$ cat src/rtl/div_ctrl.sv
// Iterative 32-bit radix-2 restoring divider with sequencing FSM for DIV/DIVU.
// Holds the pipeline via stall_o and returns {remainder, quotient} for HI/LO.
module div_ctrl (
  input  logic        clk,
  input  logic        rst,
  input  logic        start_i,
  input  logic        signed_i,
  input  logic [31:0] opdata1_i,
  input  logic [31:0] opdata2_i,
  input  logic        annul_i,
  output logic [63:0] result_o,
  output logic        ready_o,
  output logic        stall_o
);

  typedef enum logic [1:0] {
    S_IDLE   = 2'd0,
    S_BYZERO = 2'd1,
    S_ON     = 2'd2,
    S_END    = 2'd3
  } state_t;

  state_t      r_state;
  state_t      w_state_next;
  logic [4:0]  r_cnt;
  logic [31:0] r_quo;
  logic [31:0] r_rem;
  logic [31:0] r_dvs;
  logic        r_neg_q;
  logic        r_neg_r;
  logic [63:0] r_result;

  logic        w_go;
  logic        w_abort;
  logic        w_div_zero;
  logic [31:0] w_abs1;
  logic [31:0] w_abs2;
  logic [32:0] w_shift;
  logic [31:0] w_diff;
  logic        w_qbit;
  logic [31:0] w_rem_next;
  logic [31:0] w_quo_next;
  logic [31:0] w_q_fix;
  logic [31:0] w_r_fix;

  assign w_go       = start_i & ~annul_i;
  assign w_abort    = annul_i | ~start_i;
  assign w_div_zero = (opdata2_i == 32'd0);

  assign w_abs1 = (signed_i && opdata1_i[31]) ? -opdata1_i : opdata1_i;
  assign w_abs2 = (signed_i && opdata2_i[31]) ? -opdata2_i : opdata2_i;

  // The remainder is always below the divisor, so the trial difference fits in
  // 32 bits whenever the shifted value is not smaller than the divisor.
  assign w_shift    = {r_rem, r_quo[31]};
  assign w_qbit     = (w_shift >= {1'b0, r_dvs});
  assign w_diff     = w_shift[31:0] - r_dvs;
  assign w_rem_next = w_qbit ? w_diff : w_shift[31:0];
  assign w_quo_next = {r_quo[30:0], w_qbit};

  assign w_q_fix = r_neg_q ? -w_quo_next : w_quo_next;
  assign w_r_fix = r_neg_r ? -w_rem_next : w_rem_next;

  always_comb begin
    w_state_next = r_state;
    case (r_state)
      S_IDLE: begin
        if (w_go) begin
          w_state_next = w_div_zero ? S_BYZERO : S_ON;
        end
      end
      S_BYZERO: w_state_next = w_abort ? S_IDLE : S_END;
      S_ON: begin
        if (w_abort) begin
          w_state_next = S_IDLE;
        end else if (r_cnt == 5'd31) begin
          w_state_next = S_END;
        end
      end
      S_END: begin
        if (w_abort) begin
          w_state_next = S_IDLE;
        end
      end
      default: w_state_next = S_IDLE;
    endcase
  end

  always_ff @(posedge clk or negedge rst) begin
    if (!rst) begin
      r_state <= S_IDLE;
    end else begin
      r_state <= w_state_next;
    end
  end

  always_ff @(posedge clk or negedge rst) begin
    if (!rst) begin
      r_cnt    <= 5'd0;
      r_quo    <= 32'd0;
      r_rem    <= 32'd0;
      r_dvs    <= 32'd0;
      r_neg_q  <= 1'b0;
      r_neg_r  <= 1'b0;
      r_result <= 64'd0;
    end else begin
      case (r_state)
        S_IDLE: begin
          if (w_go && !w_div_zero) begin
            r_cnt   <= 5'd0;
            r_quo   <= w_abs1;
            r_rem   <= 32'd0;
            r_dvs   <= w_abs2;
            r_neg_q <= signed_i & (opdata1_i[31] ^ opdata2_i[31]);
            r_neg_r <= signed_i & opdata1_i[31];
          end
        end
        S_BYZERO: begin
          if (!w_abort) begin
            r_result <= 64'd0;
          end
        end
        S_ON: begin
          if (!w_abort) begin
            r_quo <= w_quo_next;
            r_rem <= w_rem_next;
            r_cnt <= r_cnt + 5'd1;
            if (r_cnt == 5'd31) begin
              r_result <= {w_r_fix, w_q_fix};
            end
          end
        end
        default: ;
      endcase
    end
  end

  assign result_o = r_result;
  assign ready_o  = (r_state == S_END);
  // Gated by rst so a request held during reset never asserts the stall.
  assign stall_o  = rst & (((r_state == S_IDLE) & w_go) | (r_state == S_ON) | (r_state == S_BYZERO));

endmodule

$ cat config.mk
export PLATFORM = sky130hd
export DESIGN_NAME = div_ctrl
export DESIGN_NICKNAME = d
export VERILOG_FILES = /design/src/rtl/div_ctrl.sv
export SDC_FILE = /design/constraint.sdc
export NUM_CORES = 1
export LEC_CHECK = 0
export ABC_AREA = 1
export BUFFER_PORTS_ARGS = -buffer_cell sky130_fd_sc_hd__buf_2
export CORE_ASPECT_RATIO = 2
export CORE_MARGIN = 2
export CORE_UTILIZATION = 53
export DETAILED_ROUTE_END_ITERATION = 8
export GPL_TIMING_DRIVEN = 0
export PLACE_DENSITY = 0.77
export SYNTH_ARGS = -nofsm -noshare
export SYNTH_HDL_FRONTEND = slang
export SYNTH_SLANG_ARGS = --single-unit
$ cat constraint.sdc
create_clock -name clk -period 10.3 [get_ports clk]
set_input_delay 1.03 -clock clk [delete_from_list [all_inputs] [get_ports clk]]
set_output_delay 1.03 -clock clk [all_outputs]
set_load 0.02 [all_outputs]
==> results.tsv <==
stage	metric	value	unit
timing	crit share post-route	48.9	%
timing	Rel. slew slack	34.2	%
final_layout	most frequent cells in the layout	nand2_1, inv_1, dfrtp_1	
floorplanning	DIE AREA	25800	um^2
min_path	hold path startpoint	result_o[54]	
job	MaxCap Viol Count	0	
critical_path	Worst Setup End Kind	register	
timing	Final setup viols	0	
clock_network	clock sinks	169	
floorplanning	Die Y	225	um
grt	GRT overflow	0	
placement	detailed placement HPWL	37300	um
timing	Max Slew Vio Count	0	
route	vias per cell	5.58	
final_layout	antenna cells	0	
route	Detailed Route WL	45400	um
yosys	Seq/Total Area, Yosys	32.7	%
clock_network	CTS Root Cell	clkbuf_16	
timing	Tmin final	5.04	ns
timing	Slew @ Worst Pin	0.984	ns
critical_path	category of the critical setup timing path	register to register	
min_path	WHS Path Cells	2	
placement	GPL Wtd Cong	1.00	
critical_path	Reg2Reg Setup Slack	5.26	ns
grt	pin count of the biggest net entering global routing	104	
min_path	HP Class	register to register	
final_layout	fill count	2346	
floorplanning	I/O pin total	135	
yosys	Syn Nets	2054	
critical_path	Worst Path Max Fanout	10	
min_path	Hold Crit Endpoint	result_o[54]	
yosys	flops & latches, synth	169	
grt	total track usage	36.3	%
critical_path	Critical Path Start	r_dvs[31]	
route	via count	13400	
timing	Setup Skew	0.0103	ns
clock_network	post_cts resized	0	
route	DRT Pass-1 Iters	5	
clock_network	worst skew pair latency	0.45	ns
final_layout	Final Instance Area	14700	um^2
yosys	Synth cell types	52	
route	number of remaining DRC errors	0	
critical_path	worst-case reg-to-reg path depth	26	
floorplanning	core box area	23900	um^2
placement	# port buffers	134	
floorplanning	standard-cell row count	80	
route	DRT antenna net count	0	
critical_path	CP startpoint kind	register	
clock_network	Num CTS Buffers	17	
yosys	Syn. warnings	0	
clock_network	clock transition at the registers of the reported paths	0.07	ns
clock_network	hold_buf cts	0	
clock_network	Clock Tree Buf Depth	2	
critical_path	Reg2Reg Launch Point	r_dvs[31]	
critical_path	RR Endpoint	result_o[30]	
route	WL/cell	19.0	um
grt	initial antenna violation count	0	
yosys	cell count after synthesis	1942	
timing	Final Hold Vio Count	0	
final_layout	Nets	2208	
route	initial DRC count	846	
timing	Max Fclk	0.198	GHz
yosys	average size of a mapped cell	6.67	um^2
timing	RSZ-0062 raised after global routing	no	
final_layout	Layout area overhead	13.5	%
placement	Cell Area, Placed	14000	um^2
timing	total negative slack	0	ns
grt	first-pass GRT wire length	70400	um
floorplanning	Starting Density	54.1	%
final_layout	Core Util, Final	61.4	%
run_status	outcome	complete, no violations	
placement	Inst Count DP	2364	
clock_network	CTS tree	yes	
final_layout	final cell count without fillers	2396	
final_layout	share of cells above drive strength 1	13.6	%
clock_network	setup repair bufs after CTS	0	
critical_path	Crit path required time	10.62	ns
grt	vias in the first global route	13600	
final_layout	commonest non-fill, non-tap cell in the layout	nand2_1	
floorplanning	Die Width	115	um
yosys	Syn Std Cell Area	12900	um^2
clock_network	CTS H-tree depth	4	
critical_path	crit path DAT	5.36	ns
-- cells in the mapped netlist, drive strengths merged --
master | number | area, um^2
a21boi | 2 | 15.0
a21o | 1 | 7.51
a21oi | 58 | 313
a22o | 1 | 8.76
a22oi | 2 | 15.0
a31oi | 3 | 18.8
a32o | 4 | 40.0
and2 | 4 | 25.0
and3 | 1 | 6.26
buf | 19 | 136
clkbuf | 35 | 131
clkinv | 4 | 15.0
dfrtp | 169 | 4230
fa | 1 | 20.0
ha | 42 | 526
inv | 294 | 1100
nand2 | 638 | 2520
nand3 | 120 | 653
nand3b | 4 | 30.0
nand4 | 28 | 175
nor2 | 173 | 746
nor3 | 42 | 226
nor4 | 3 | 18.8
o211ai | 2 | 15.0
o21ai | 145 | 733
o21bai | 1 | 7.51
o221ai | 32 | 280
o22ai | 17 | 106
o31ai | 6 | 45.0
or2 | 6 | 37.5
xnor2 | 17 | 149
xor2 | 68 | 596
-- stage by stage --
step / setup WS (ns) / hold slack [ns]
after floorplan: 6.69 / 0.453
final: 5.26 / 0.478
after global placement: 4.93 / 0.463
after CTS: 5.30 / 0.479
after detailed placement: 5.37 / 0.461
after global routing: 4.95 / 0.496
-- state kept, by name, indices dropped and copies added (netlist names) --
signal,flops
r_state,2
r_quo,32
r_dvs,32
r_cnt,5
result_o,64
r_neg_q,1
r_rem,32
r_neg_r,1
-- cell families after synthesis --
group | share of synthesized area (%)
XOR/XNOR | 5.75
AND/OR/NAND/NOR | 34.3
adder cells (fa/ha/maj) | 4.21
buffers and inverters | 10.7
AO/OA/AOI/OAI | 12.4
flip-flops | 32.7
-- area by class of cell --
class,instances,area (um^2),area share [%]
plain buffers,54,268,1.82
clock buffers,18,429,2.92
clock inverters,14,255,1.74
inverters,298,1120,7.61
multi-input cells,1421,7330,49.9
flip-flops and latches,169,4230,28.8
well taps,287,359,2.44
repair buffers,135,708,4.82
-- worst max-delay path, stage by stage (launching register included) --
cell and delay, ns:
dfrtp_1 0.36, inv_1 0.22, ha_1 0.32, nand2_1 0.15, nor2_1 0.14, nand3_1 0.15, nor2_1 0.05, nand2_1 0.07
nand2_2 0.09, nor2_8 0.23, nand2_8 0.09, buf_8 0.16, inv_2 0.14, ha_1 0.20, nand3_1 0.10, nor3_1 0.30
nand3_1 0.20, nor3_2 0.37, nand2_1 0.13, inv_1 0.12, nand4_1 0.15, o21ai_1 0.30, o21ai_0 0.22, a21oi_1 0.21
a21oi_1 0.08, o21ai_0 0.21, nand2_1 0.11
-- how the worst max path moves through the flow --
stage / endpoint / cells past startpoint
after floorplan: result_o[30] / 28
after global placement: stall_o / 3
after detailed placement: result_o[30] / 26
after CTS: result_o[30] / 26
after global routing: result_o[30] / 26
final: result_o[30] / 26
-- layer usage --
layer / vias to the layer above / share of wire, % / wire length [um] / GRT usage, %
li1: 6540 / - / - / -
met1: 6233 / 33 / 14800 / 33.0
met2: 416 / 53 / 24200 / 67.5
met3: 190 / 3.8 / 1700 / 5.00
met4: 0 / 10 / 4700 / 32.4
met5: - / 0 / 0 / 0
Power is left out: the tool's default activity adds up to more than one toggle a clock period on the data nets, which glitch-free logic cannot reach.
